## config.mk

```make
export PLATFORM = sky130hd
export DESIGN_NAME = fetch_unit_flat
export DESIGN_NICKNAME = d
export VERILOG_FILES = /design/src/rtl/fetch_unit_if.sv /design/src/rtl/fetch_unit.sv /design/src/flat_wrapper.sv
export SDC_FILE = /design/constraint.sdc
export NUM_CORES = 1
export LEC_CHECK = 0
export CORE_ASPECT_RATIO = 2
export CORE_MARGIN = 2
export CORE_UTILIZATION = 40
export DETAILED_ROUTE_END_ITERATION = 12
export GPL_ROUTABILITY_DRIVEN = 0
export PLACE_DENSITY = 0.71
export SYNTH_ARGS = -nofsm -noshare
export SYNTH_HDL_FRONTEND = slang
export SYNTH_SLANG_ARGS = --single-unit
```

## constraint.sdc

```tcl
create_clock -name clk -period 3.1 [get_ports clk]
set_clock_uncertainty 0.1 [all_clocks]
set_input_delay 0.465 -clock clk [delete_from_list [all_inputs] [get_ports clk]]
set_output_delay 0.465 -clock clk [all_outputs]
set_load 0.02 [all_outputs]
```

## src/rtl/fetch_unit_if.sv

```systemverilog
// -----------------------------------------------------------------------------
// fetch_unit_if
//   Bundles every signal exchanged between the fetch stage and the rest of the
//   pipeline (hazard unit, D-stage branch logic, CP0, instruction memory).
//   Clock and reset stay outside the interface as plain module ports.
//
//   Modports
//     master : pipeline side; drives the control/redirect inputs and F_instr,
//              observes the fetch address and the F/D register.
//     slave  : the fetch unit itself.
//
//   Signals
//     stall      hazard stall, hold PC and F/D register
//     req        exception/interrupt request from CP0
//     eret       eret decoded in D
//     epc        return address from CP0
//     if_branch  branch taken, from the D-stage comparator
//     D_jump     D holds j/jal
//     D_jr       D holds jr/jalr
//     D_is_bj    D holds any branch/jump (next fetch is a delay slot)
//     D_rs       forwarded rs value (jr target)
//     F_instr    instruction word read from IM at F_pc
//     F_pc       current fetch address
//     D_instr    registered instruction
//     D_pc       registered PC of D_instr
//     D_bd       D_instr sits in a branch delay slot
//     D_exc      fetch exception code (0 = none, 4 = AdEL)
// -----------------------------------------------------------------------------
interface fetch_unit_if;
    logic        stall;
    logic        req;
    logic        eret;
    logic [31:0] epc;
    logic        if_branch;
    logic        D_jump;
    logic        D_jr;
    logic        D_is_bj;
    logic [31:0] D_rs;
    logic [31:0] F_instr;
    logic [31:0] F_pc;
    logic [31:0] D_instr;
    logic [31:0] D_pc;
    logic        D_bd;
    logic [4:0]  D_exc;

    modport master (
        output stall, req, eret, epc, if_branch, D_jump, D_jr, D_is_bj, D_rs, F_instr,
        input  F_pc, D_instr, D_pc, D_bd, D_exc
    );

    modport slave (
        input  stall, req, eret, epc, if_branch, D_jump, D_jr, D_is_bj, D_rs, F_instr,
        output F_pc, D_instr, D_pc, D_bd, D_exc
    );
endinterface

```

## src/rtl/fetch_unit.sv

```systemverilog
// -----------------------------------------------------------------------------
// fetch_unit
//   Fetch stage of the P7 five-stage MIPS pipeline. Holds the PC, chooses the
//   next PC (reset, exception entry, eret, stall, branch, j, jr, sequential)
//   and registers the F->D pipeline register (D_instr, D_pc, D_bd, D_exc).
//
//   Ports
//     clk    : clock, every state update on the rising edge
//     reset  : synchronous, active-high
//     bus    : fetch_unit_if.slave, all pipeline/CP0/IM signals
//
//   Configuration macro
//     FETCH_ADEL_CHECK_EN : when defined, a misaligned fetch address or one
//                           outside [IM_BASE, IM_TOP] raises AdEL (code 4) and
//                           the fetched word is replaced by 0. When undefined
//                           the fetch code is always 0 and F_instr passes
//                           through unchanged.
// -----------------------------------------------------------------------------
module fetch_unit #(
    parameter logic [31:0] PC_RESET  = 32'h0000_3000,
    parameter logic [31:0] EXC_ENTRY = 32'h0000_4180
`ifdef FETCH_ADEL_CHECK_EN
    ,
    // The legal fetch window only exists when the address check is built.
    parameter logic [31:0] IM_BASE   = 32'h0000_3000,
    parameter logic [31:0] IM_TOP    = 32'h0000_6ffc
`endif
) (
    input  logic          clk,
    input  logic          reset,
    fetch_unit_if.slave   bus
);

    localparam logic [4:0] EXC_NONE = 5'd0;
    localparam logic [4:0] EXC_ADEL = 5'd4;

    logic [31:0] r_fPc;
    logic [31:0] r_dInstr;
    logic [31:0] r_dPc;
    logic        r_dBd;
    logic [4:0]  r_dExc;

    logic [31:0] w_pcPlus4;
    logic [31:0] w_branchTarget;
    logic [31:0] w_jumpTarget;
    logic [4:0]  w_fetchExc;
    logic [31:0] w_fetchedInstr;

    // Redirect targets are built from the instruction frozen in D, so a stall
    // simply re-evaluates the same decision on the next cycle.
    assign w_pcPlus4      = r_fPc + 32'd4;
    assign w_branchTarget = r_dPc + 32'd4 + {{14{r_dInstr[15]}}, r_dInstr[15:0], 2'b00};
    assign w_jumpTarget   = {r_dPc[31:28], r_dInstr[25:0], 2'b00};

`ifdef FETCH_ADEL_CHECK_EN
    logic w_addrBad;

    assign w_addrBad  = (r_fPc[1:0] != 2'b00) || (r_fPc < IM_BASE) || (r_fPc > IM_TOP);
    assign w_fetchExc = w_addrBad ? EXC_ADEL : EXC_NONE;
`else
    assign w_fetchExc = EXC_NONE;
`endif

    // A faulting fetch enters D as a nop; D_pc still records the bad address.
    assign w_fetchedInstr = (w_fetchExc != EXC_NONE) ? 32'd0 : bus.F_instr;

    // PC and F/D register share one priority chain: reset, exception entry,
    // eret (only when not stalled), stall hold, then the normal advance.
    // Exception entry and eret both insert a bubble that already carries the
    // new PC, so CP0 never samples a stale D_pc. eret has no delay slot, so
    // the word fetched alongside it is discarded.
    always_ff @(posedge clk) begin
        if (reset) begin
            r_fPc    <= PC_RESET;
            r_dInstr <= 32'd0;
            r_dPc    <= PC_RESET;
            r_dBd    <= 1'b0;
            r_dExc   <= EXC_NONE;
        end else if (bus.req) begin
            r_fPc    <= EXC_ENTRY;
            r_dInstr <= 32'd0;
            r_dPc    <= EXC_ENTRY;
            r_dBd    <= 1'b0;
            r_dExc   <= EXC_NONE;
        end else if (bus.eret && !bus.stall) begin
            r_fPc    <= bus.epc;
            r_dInstr <= 32'd0;
            r_dPc    <= bus.epc;
            r_dBd    <= 1'b0;
            r_dExc   <= EXC_NONE;
        end else if (!bus.stall) begin
            if (bus.if_branch) begin
                r_fPc <= w_branchTarget;
            end else if (bus.D_jump) begin
                r_fPc <= w_jumpTarget;
            end else if (bus.D_jr) begin
                r_fPc <= bus.D_rs;
            end else begin
                r_fPc <= w_pcPlus4;
            end
            // The word being fetched now is the delay slot of whatever sits
            // in D, so it is never squashed and inherits D_is_bj as its flag.
            r_dInstr <= w_fetchedInstr;
            r_dPc    <= r_fPc;
            r_dBd    <= bus.D_is_bj;
            r_dExc   <= w_fetchExc;
        end
    end

    assign bus.F_pc    = r_fPc;
    assign bus.D_instr = r_dInstr;
    assign bus.D_pc    = r_dPc;
    assign bus.D_bd    = r_dBd;
    assign bus.D_exc   = r_dExc;

endmodule

```

## src/flat_wrapper.sv

```systemverilog
// flat-port wrapper written by rule: the top's interface ports become plain ports
module fetch_unit_flat 
#(
    parameter logic [31:0] PC_RESET  = 32'h0000_3000,
    parameter logic [31:0] EXC_ENTRY = 32'h0000_4180

)
  (clk, reset, bus_stall, bus_req, bus_eret, bus_epc, bus_if_branch, bus_D_jump, bus_D_jr, bus_D_is_bj, bus_D_rs, bus_F_instr, bus_F_pc, bus_D_instr, bus_D_pc, bus_D_bd, bus_D_exc);
  fetch_unit_if bus_i ();
  input  logic clk;
  input  logic reset;
  input wire logic [$bits(bus_i.stall)-1:0] bus_stall;
  input wire logic [$bits(bus_i.req)-1:0] bus_req;
  input wire logic [$bits(bus_i.eret)-1:0] bus_eret;
  input wire logic [$bits(bus_i.epc)-1:0] bus_epc;
  input wire logic [$bits(bus_i.if_branch)-1:0] bus_if_branch;
  input wire logic [$bits(bus_i.D_jump)-1:0] bus_D_jump;
  input wire logic [$bits(bus_i.D_jr)-1:0] bus_D_jr;
  input wire logic [$bits(bus_i.D_is_bj)-1:0] bus_D_is_bj;
  input wire logic [$bits(bus_i.D_rs)-1:0] bus_D_rs;
  input wire logic [$bits(bus_i.F_instr)-1:0] bus_F_instr;
  output wire logic [$bits(bus_i.F_pc)-1:0] bus_F_pc;
  output wire logic [$bits(bus_i.D_instr)-1:0] bus_D_instr;
  output wire logic [$bits(bus_i.D_pc)-1:0] bus_D_pc;
  output wire logic [$bits(bus_i.D_bd)-1:0] bus_D_bd;
  output wire logic [$bits(bus_i.D_exc)-1:0] bus_D_exc;
  assign bus_i.stall = bus_stall;
  assign bus_i.req = bus_req;
  assign bus_i.eret = bus_eret;
  assign bus_i.epc = bus_epc;
  assign bus_i.if_branch = bus_if_branch;
  assign bus_i.D_jump = bus_D_jump;
  assign bus_i.D_jr = bus_D_jr;
  assign bus_i.D_is_bj = bus_D_is_bj;
  assign bus_i.D_rs = bus_D_rs;
  assign bus_i.F_instr = bus_F_instr;
  assign bus_F_pc = bus_i.F_pc;
  assign bus_D_instr = bus_i.D_instr;
  assign bus_D_pc = bus_i.D_pc;
  assign bus_D_bd = bus_i.D_bd;
  assign bus_D_exc = bus_i.D_exc;
  fetch_unit #(.PC_RESET(PC_RESET), .EXC_ENTRY(EXC_ENTRY)) u_core (.clk(clk), .reset(reset), .bus(bus_i));
endmodule
```

==> impl_metrics.json, run 1 <==
{
  "htree_levels": 3,
  "portBuffers": 201,
  "synth-xor-area-share_pct": 5.607,
  "powerDensity_nw_per_um2": 321.0,
  "die_h_um": 197.6,
  "cts.sinks": 97,
  "fin_crit_sh_pct": 95.86,
  "core_um2": 18310,
  "ant_nets": 0,
  "final_cell_mix": "199 x clkdlybuf4s50_1, 128 x nor2_1, 96 x dfxtp_1, 93 x a21oi_1, 87 x nand2_1",
  "grt_pass1_vias": 8266,
  "synth-compound-area-share_pct": 23.69,
  "regArea_um2": 1946,
  "drt-initial-drc-count": 493,
  "ioPinCount": 207,
  "timing.setup.tns_ns": 0,
  "detail_route.first_pass.iterations": 4,
  "final-hold-violation-count": 0,
  "wl_per_cell_um": 20.87,
  "clockBufferDepth": 2,
  "cts_tree": "yes",
  "grt_pass1_wl_um": 44750,
  "ys_ff_latch": 97,
  "crit_start": "u_core.bus.D_pc[9]$_SDFFE_PP0P_",
  "critical_path_buf_inv_count": 0,
  "crit_chain": "ha_1, ha_1, a21o_1, o41a_1, o31ai_4, o31ai_2, or4_1, and3_1",
  "num_vias": 8272,
  "gr-usage-all-layers_pct": 29.24,
  "reg2reg_from": "u_core.bus.D_pc[9]$_SDFFE_PP0P_",
  "ys_seq_area_share_pct": 25.90,
  "synthAdderAreaFrac_pct": 9.945,
  "final_area_um2": 10230,
  "cpPeakStageDelay_ns": 0.50,
  "cp-start-kind": "flop",
  "crit_arrival_ns": 3.12,
  "synth_enable_flop_cells": 0,
  "yosys_most_used_dff": "dfxtp_1",
  "die_area_um2": 19920,
  "root_buffer": "clkbuf_16",
  "area_growth_pct": 36.44,
  "die_w_um": 100.8,
  "synth_top_family_by_area": "compound AO/OA/AOI/OAI gates",
  "synth.distinct_cells": 76,
  "grt_max_degree": 45,
  "power_mw": 3.284,
  "cp_slowest_cell": "o41a_1",
  "clock.fmax_mhz": 336.5,
  "hold_class": "reg -> reg",
  "nets": 1345,
  "min_period_ns": 2.972,
  "fillers": 1708,
  "place_hpwl_um": 22210,
  "setup_viol": 0,
  "drc": 0,
  "grt_overflow_total": 0,
  "maxSlewHeadroom_pct": 35.26,
  "synth_mux_area_share_pct": 8.860,
  "rsz0062_at_grt": "true",
  "multi_input_area_um2": 5201,
  "syn_area_um2": 7498,
  "start_util_pct": 40.96,
  "clk_pin_slew_ns": 0.07,
  "status": "completed",
  "synth_simple_gate_area_share_pct": 20.54,
  "p_leak_nw": 4.220,
  "cpLargestDelayFamily": "compound AO/OA/AOI/OAI gates",
  "final_common_cell": "clkdlybuf4s50_1",
  "antenna_found_initial": 1,
  "synth.avg_cell_area_um2": 7.675,
  "critPathKind": "reg -> reg",
  "drive_above_1_share_pct": 8.277,
  "clk_latency_ns": 0.36,
  "cp-end-kind": "flop",
  "maxSlewViolCount": 0,
  "cts_buffers": 9,
  "viasPerCell": 5.904,
  "cpMostUsedCell": "ha_1",
  "dpl_cell_area_um2": 9913,
  "postLayoutCoreUtil_pct": 55.89,
  "netlist_instances": 977,
  "worstMarginPinSlew_ns": 0.9675,
  "totalWireLength_um": 29240,
  "critPathMaxFanout": 5,
  "hold_start": "u_core.bus.D_instr[29]$_SDFFE_PP0N_",
  "async_flop_share_pct": 0,
  "cap_violations": 0,
  "vdd_drop_max_mv": 0.2326,
  "yosys_warnings": 0,
  "num_rows": 70,
  "required_ns": 3.25
}
==> state kept, by name, indices dropped and copies added, names as in the netlist <==
name	cells
u_core.bus.F_pc	32
u_core.bus.D_bd	1
u_core.bus.D_pc	32
u_core.bus.D_instr	32
==> what timing repair did <==
item                       CTS  global route
setup endpoints to repair    1            10
pin swaps                    1             5
setup buffers                0             1
hold buffers                 0             0
resized for setup            0            10
==> report_power, final <==
part	switching [mW]	total, mW	internal, mW
combinational	0.447	0.843	0.396
sequential	0.0599	1.35	1.29
clock	0.512	1.09	0.578
total	1.02	3.28	2.26
==> metal layers <==
metal	up-vias	GRT usage [%]	part of all wire, %
li1	3953	-	-
met1	3814	30.94	35
met2	387	52.77	53
met3	118	3.609	5.6
met4	0	19.33	6.7
met5	-	0	0
==> layout make-up <==
cell class	instances	share of cell area, %
inverter	29	1.064
clock buffer	11	2.470
multi-input combinational	786	50.84
sequential	97	19.02
timing repair buffer	258	23.77
clock inverter	3	0.1712
antenna	1	0.02446
tap	216	2.642
==> cell families after synthesis <==
group                    Yosys count
flip-flops                        97
multiplexers                      66
adder cells (fa/ha/maj)           59
AO/OA/AOI/OAI                    276
buffers and inverters             98
AND/OR/NAND/NOR                  332
XOR/XNOR                          48
other                              1
==> synthesized netlist by cell type (5+ instances only) <==
master / n / area share (%)
ha_1: 58 / 9.7
o211ai_1: 10 / 1.0
o22ai_1: 8 / 0.67
dfxtp_1: 97 / 26
nand4_1: 11 / 0.92
and3_1: 11 / 0.92
nor3_1: 18 / 1.2
buf_4: 5 / 0.50
mux2i_1: 63 / 8.4
a21o_1: 10 / 1.0
xor2_1: 16 / 1.9
o21a_1: 7 / 0.70
a21oi_1: 94 / 6.3
o21ai_0: 53 / 3.5
buf_1: 10 / 0.50
a31oi_1: 14 / 1.2
nand2b_1: 14 / 1.2
a221oi_1: 16 / 1.9
clkbuf_1: 49 / 2.5
a22oi_1: 12 / 1.2
nor2b_1: 8 / 0.67
a211oi_1: 6 / 0.60
a221o_1: 5 / 0.67
nor4_1: 7 / 0.58
nor2_1: 128 / 6.4
nand3_1: 25 / 1.7
nand2_1: 87 / 4.4
xnor2_1: 32 / 3.7
inv_1: 27 / 1.4
==> per-stage QoR <==
stage / instances / worst slack, ns / hold slack [ns]
2_1_floorplan: 981 / 0.01433 / 0.4664
3_3_place_gp: 1385 / 0.06354 / 0.3794
3_5_place_dp: 1385 / 0.02731 / 0.3860
4_1_cts: 1399 / 0.03294 / 0.4023
5_1_grt: 1401 / -0.05400 / 0.4382
6_report: 1401 / 0.1284 / 0.3976
==> worst min-delay path, stage by stage (launching register included) <==
cell	delay, ns
dfxtp_1	0.32
mux2i_1	0.07
nor2_1	0.07
==> worst paths after layout <==
kind | end | slack, ns | depth (start not counted)
max reg2reg | u_core.bus.F_pc[26]$_SDFFE_PP0P_ | 0.13 | 8
min reg2reg | u_core.bus.D_instr[29]$_SDFFE_PP0N_ | 0.40 | 2
min | u_core.bus.D_instr[29]$_SDFFE_PP0N_ | 0.40 | 2
max | u_core.bus.F_pc[26]$_SDFFE_PP0P_ | 0.13 | 8
(Power assumes the default switching activity.)
==> run 2, diff against run 1 <==
--- a/config.mk
+++ b/config.mk
@@ -9,7 +9,7 @@
 export CORE_MARGIN = 2
 export CORE_UTILIZATION = 40
 export DETAILED_ROUTE_END_ITERATION = 12
-export GPL_ROUTABILITY_DRIVEN = 0
+export GPL_ROUTABILITY_DRIVEN = 1
 export PLACE_DENSITY = 0.71
 export SYNTH_ARGS = -nofsm -noshare
 export SYNTH_HDL_FRONTEND = slang
==> run 2 against run 1 <==
  * Flip-flop and latch count did not move
  * Global-route usage rose by 0.76 points
  * Power rose by 7.0%
  * Wire length rose by 2.3%
  * Hold slack improved by 0.0026 ns
  * First-iteration DRC count fell by 13%
  * Setup slack got worse by 0.032 ns
  * Highest routed layer unchanged
==> impl_metrics.json, run 2 (synthesized netlist as in run 1, its figures left out) <==
{
  "status": "completed",
  "power_mw": 3.513,
  "critPathKind": "reg -> reg",
  "nets": 1348,
  "num_vias": 8409,
  "fin_crit_sh_pct": 96.89,
  "cts.sinks": 97,
  "rrSetupSlack_ns": 0.1,
  "detail_route.first_pass.iterations": 6,
  "crit_chain": "ha_1, ha_1, a21o_1, o41a_1, o31ai_4, o31ai_4, or4_1, and3_1",
  "root_buffer": "clkbuf_16",
  "antenna_found_initial": 1,
  "r2r-end": "u_core.bus.F_pc[26]$_SDFFE_PP0P_",
  "swShare_pct": 28.97,
  "p_leak_nw": 4.269,
  "grt_pass1_wl_um": 45770,
  "grt_overflow_total": 0,
  "die_area_um2": 19920,
  "critPathMaxFanout": 5,
  "rr_worst_depth": 8,
  "clk_latency_ns": 0.36,
  "gr-usage-met2_pct": 55.14,
  "cp-end-kind": "flop",
  "crit_arrival_ns": 3.15,
  "p_int_mw": 2.496,
  "clockBufferDepth": 2,
  "grt_pass1_vias": 8514,
  "maxSlewViolCount": 0,
  "powerDensity_nw_per_um2": 339.7,
  "hold_class": "reg -> reg",
  "worstMarginPinSlew_ns": 1.146,
  "whs_path_depth": 2,
  "postLayoutCoreUtil_pct": 56.50,
  "start_util_pct": 40.96,
  "p_sw_mw": 1.018,
  "place_hpwl_um": 22840,
  "grt_max_degree": 48,
  "die_w_um": 100.8,
  "area_growth_pct": 37.93,
  "busiest_layer": "met2",
  "setup_viol": 0,
  "wl_per_cell_um": 21.31,
  "drive_above_1_share_pct": 8.425,
  "gp_congestion": 0.9549,
  "gr-usage-all-layers_pct": 30.00,
  "totalWireLength_um": 29920,
  "viasPerCell": 5.989,
  "clock.fmax_mhz": 332.9,
  "ioPinCount": 207,
  "hold_start": "u_core.bus.D_bd$_SDFFE_PP0N_",
  "min_period_ns": 3.004,
  "drt-initial-drc-count": 431,
  "cp-start-kind": "flop",
  "cp_slowest_cell": "or4_1",
  "core_um2": 18310,
  "required_ns": 3.25,
  "final_cell_mix": "199 x clkdlybuf4s50_1, 128 x nor2_1, 96 x dfxtp_1, 94 x a21oi_1, 87 x nand2_1",
  "die_h_um": 197.6,
  "portBuffers": 201,
  "num_rows": 70,
  "ant_nets": 0,
  "cap_violations": 0,
  "reg2reg_from": "u_core.bus.D_pc[9]$_SDFFE_PP0P_",
  "final_common_cell": "clkdlybuf4s50_1",
  "cts_buffers": 9,
  "pwr-share-seq_pct": 38.4,
  "holdPathEnd": "u_core.bus.D_bd$_SDFFE_PP0N_",
  "cts_hold_buf": 0,
  "drc": 0,
  "grt_use_met3_pct": 4.140,
  "cpPeakStageDelay_ns": 0.50,
  "clk_pin_slew_ns": 0.07,
  "maxSlewHeadroom_pct": 23.30,
  "vdd_drop_max_mv": 0.3211,
  "final-hold-violation-count": 0,
  "met1_usage_pct": 30.69,
  "cts_tree": "yes",
  "p_clk_share_pct": 37.2,
  "share_comb_of_total_power_pct": 24.4,
  "htree_levels": 3
}
[run 2: cell count changes in the layout (fill, tap and decap cells not counted), sizes merged]
cell / delta
clkinv: -2
buf: +3
bufinv: +3
clkinvlp: -1
[run 2: worst max path at each step]
stage / cells after the start / slack [ns] / start / endpoint
after floorplan: 10 / 0.01 / u_core.bus.D_instr[1]$_SDFFE_PP0N_ / u_core.bus.F_pc[25]$_SDFFE_PP0P_
after global placement: 11 / 0.08 / u_core.bus.D_pc[3]$_SDFFE_PP0P_ / u_core.bus.F_pc[29]$_SDFFE_PP0P_
after detailed placement: 9 / 0.04 / u_core.bus.D_pc[4]$_SDFFE_PP0P_ / u_core.bus.F_pc[26]$_SDFFE_PP0P_
after CTS: 11 / 0.02 / u_core.bus.D_pc[3]$_SDFFE_PP0P_ / u_core.bus.F_pc[29]$_SDFFE_PP0P_
after global routing: 12 / -0.01 / u_core.bus.D_pc[3]$_SDFFE_PP0P_ / u_core.bus.F_pc[17]$_SDFFE_PP0P_
final: 8 / 0.1 / u_core.bus.D_pc[9]$_SDFFE_PP0P_ / u_core.bus.F_pc[26]$_SDFFE_PP0P_
[run 2: layer usage]
layer / vias up / share of wire, % / wire (um)
li1: 3948 / - / -
met1: 3973 / 34 / 10230
met2: 364 / 54 / 16110
met3: 124 / 5.5 / 1652
met4: 0 / 6.4 / 1927
met5: - / 0 / 0
[run 2: cell type report]
type,count,area (um2)
Inverter,29,108.9
Timing Repair Buffer,261,2467
Clock buffer,11,242.7
Antenna cell,1,2.502
Tap cell,216,270.3
Fill cell,1738,7963
Multi-Input combinational cell,786,5218
Clock inverter,3,90.09
Sequential cell,97,1943
[run 2: stage by stage]
stage | instances | instance area (um2) | worst slack, ns | hold slack [ns] | setup TNS [ns]
2_1_floorplan | 981 | 7515 | 0.01433 | 0.4664 | 0
3_3_place_gp | 1388 | 9948 | 0.07948 | 0.3755 | 0
3_5_place_dp | 1388 | 9948 | 0.03635 | 0.3882 | 0
4_1_cts | 1402 | 10280 | 0.01596 | 0.4063 | 0
5_1_grt | 1404 | 10340 | -0.01243 | 0.4270 | -0.01243
6_report | 1404 | 10340 | 0.09642 | 0.4002 | 0
[run 2: power by group through the flow]
| stage | Sequential (mW) | Clock, mW | Combinational (mW) |
|---|---|---|---|
| floorplan | 1.42 | 0 | 0.396 |
| global placement | 1.38 | 0 | 0.838 |
| detailed placement | 1.38 | 0 | 0.842 |
| CTS | 1.35 | 1.32 | 0.848 |
| global route | 1.36 | 1.36 | 0.917 |
| finish | 1.35 | 1.31 | 0.857 |
[run 2: what timing repair did]
item                                    in CTS  in global routing
endpoints found under the setup margin       0                 11
resized for setup                            0                  9
buffers inserted                             0                  1
[run 2: worst max-delay path: cells and delay by family, from the launching register on]
family,cells,cell delay [ns]
compound gates,4,1.13
fa+ha+maj,2,0.68
flops,1,0.34
simple gates,2,0.65
==> run 3, diff against run 2 <==
--- a/config.mk
+++ b/config.mk
@@ -11,6 +11,7 @@
 export DETAILED_ROUTE_END_ITERATION = 12
 export GPL_ROUTABILITY_DRIVEN = 1
 export PLACE_DENSITY = 0.71
+export SETUP_SLACK_MARGIN = 0.5
 export SYNTH_ARGS = -nofsm -noshare
 export SYNTH_HDL_FRONTEND = slang
 export SYNTH_SLANG_ARGS = --single-unit
==> run 3 against run 2 <==
  * Setup slack gained 0.15 ns
  * Die area is the same
  * Critical path depth rose by 3
  * Highest routed layer unchanged
==> impl_metrics.json, run 3 (synthesized netlist as in run 1, its figures left out) <==
{
  "status": "completed",
  "powerDensity_nw_per_um2": 323.5,
  "crit_arrival_ns": 3.03,
  "start_util_pct": 40.96,
  "grt_pass1_vias": 8712,
  "die_h_um": 197.6,
  "grt_max_degree": 55,
  "num_rows": 70,
  "final_cell_mix": "199 x clkdlybuf4s50_1, 125 x nor2_1, 89 x a21oi_1, 86 x nand2_1, 76 x dfxtp_1",
  "htree_levels": 3,
  "power_mw": 3.506,
  "critPathMaxFanout": 3,
  "area_growth_pct": 44.54,
  "clock.fmax_mhz": 350.2,
  "timing.setup.tns_ns": 0,
  "reg2reg_from": "u_core.bus.D_pc[3]$_SDFFE_PP0P_",
  "gp_congestion": 0.9768,
  "fin_ws_ns": 0.2442,
  "drc": 0,
  "root_buffer": "clkbuf_16",
  "critPathKind": "reg -> reg",
  "portBuffers": 201,
  "grt_overflow_total": 0,
  "required_ns": 3.27,
  "pre_cts_ws_ns": 0.1277,
  "clk_latency_ns": 0.37,
  "maxSlewHeadroom_pct": 52.96,
  "maxSlewViolCount": 0,
  "wl_per_cell_um": 23.61,
  "cap_violations": 0,
  "grt_pass1_wl_um": 49480,
  "hold_start": "u_core.bus.D_pc[2]$_SDFFE_PP0P_",
  "hold_slack_ns": 0.3997,
  "min_period_ns": 2.856,
  "cts_tree": "yes",
  "totalWireLength_um": 33270,
  "nets": 1351,
  "cp-start-kind": "flop",
  "viasPerCell": 6.155,
  "core_um2": 18310,
  "cp-end-kind": "flop",
  "ioPinCount": 207,
  "p_leak_nw": 4.298,
  "hold_class": "reg -> reg",
  "whs_path_depth": 2,
  "rsz0062_at_grt": "true",
  "place_hpwl_um": 25050,
  "antenna_found_initial": 1,
  "final-hold-violation-count": 0,
  "rr_worst_depth": 11,
  "drt-initial-drc-count": 482,
  "cts.sinks": 97,
  "worstMarginPinSlew_ns": 0.7056,
  "ant_nets": 0,
  "vdd_drop_max_mv": 0.2609,
  "cts_buffers": 9,
  "holdPathEnd": "u_core.bus.D_pc[2]$_SDFFE_PP0P_",
  "fin_crit_sh_pct": 92.12,
  "clockBufferDepth": 2,
  "rrSetupSlack_ns": 0.24,
  "drive_above_1_share_pct": 14.60,
  "gr-usage-all-layers_pct": 33.22,
  "fillers": 1704,
  "setup_viol": 0,
  "detail_route.first_pass.iterations": 5,
  "postLayoutCoreUtil_pct": 59.21,
  "die_w_um": 100.8,
  "die_area_um2": 19920,
  "r2r-end": "u_core.bus.F_pc[27]$_SDFFE_PP0P_",
  "clk_pin_slew_ns": 0.08,
  "final_common_cell": "clkdlybuf4s50_1",
  "num_vias": 8672
}
[run 3: cell types whose count changed in the layout (fill, tap and decap cells not counted), moves of 4 or more]
cell     delta
a21oi_2     +4
dfxtp_4     +9
ha_2        +5
dfxtp_1    -20
ha_4       +20
a21oi_1     -5
dfxtp_2    +11
ha_1       -25
[run 3: layout make-up]
type	count	area, um2	share of cell area, %
well taps	216	270.3	2.494
flip-flops and latches	97	1991	18.37
multi-input cells	786	5667	52.29
inverters	29	108.9	1.004
clock buffers	14	275.3	2.540
repair buffers	264	2489	22.96
clock inverters	2	35.03	0.3233
diodes	1	2.502	0.02309
[run 3: per-stage QoR]
stage / std cells / instance area, um2
after global routing: 1409 / 10840
after global placement: 1378 / 10110
after detailed placement: 1378 / 10110
after CTS: 1404 / 10610
after floorplan: 981 / 7769
final: 1409 / 10840
[run 3: worst max path at each step]
| stage | from | end | slack (ns) |
|---|---|---|---|
| finish | u_core.bus.D_pc[3]$_SDFFE_PP0P_ | u_core.bus.F_pc[27]$_SDFFE_PP0P_ | 0.24 |
| global route | u_core.bus.D_pc[3]$_SDFFE_PP0P_ | u_core.bus.F_pc[23]$_SDFFE_PP0P_ | 0.20 |
| CTS | u_core.bus.D_pc[3]$_SDFFE_PP0P_ | u_core.bus.F_pc[23]$_SDFFE_PP0P_ | 0.26 |
| detailed placement | u_core.bus.D_pc[3]$_SDFFE_PP0P_ | u_core.bus.F_pc[17]$_SDFFE_PP0P_ | 0.13 |
| global placement | u_core.bus.D_pc[3]$_SDFFE_PP0P_ | u_core.bus.F_pc[17]$_SDFFE_PP0P_ | 0.14 |
| floorplan | u_core.bus.D_pc[3]$_SDFFE_PP0P_ | u_core.bus.F_pc[25]$_SDFFE_PP0P_ | 0.29 |
[run 3: power by group]
part	total, mW	switching, mW	internal (mW)
Combinational	0.929	0.499	0.431
Clock	1.23	0.531	0.698
Sequential	1.35	0.0615	1.29
[run 3: repair_timing]
| item | in CTS | in global routing |
|---|---|---|
| buffers inserted | 10 | 4 |
| gates resized for setup | 21 | 38 |
| pin swaps | 20 | 17 |
| gates cloned | 0 | 0 |
| hold buffers | 0 | 0 |
| endpoints found under the setup margin | 17 | 18 |
[run 3: per-layer routing]
metal	up-vias	share of wire, %	global-route usage (%)
met5	-	0	0
met4	0	9.1	27.25
met3	154	6.0	5.060
met2	447	52	59.26
met1	4102	33	32.88
li1	3969	-	-
[run 3: critical path: stages, from the launching register on]
cell      delay [ns]
dfxtp_4         0.36
ha_4            0.24
ha_4            0.16
fa_2            0.35
a21o_1          0.21
a221oi_4        0.27
buf_6           0.15
o31ai_4         0.07
a311oi_2        0.34
buf_4           0.17
mux2i_1         0.17
and3b_1         0.18
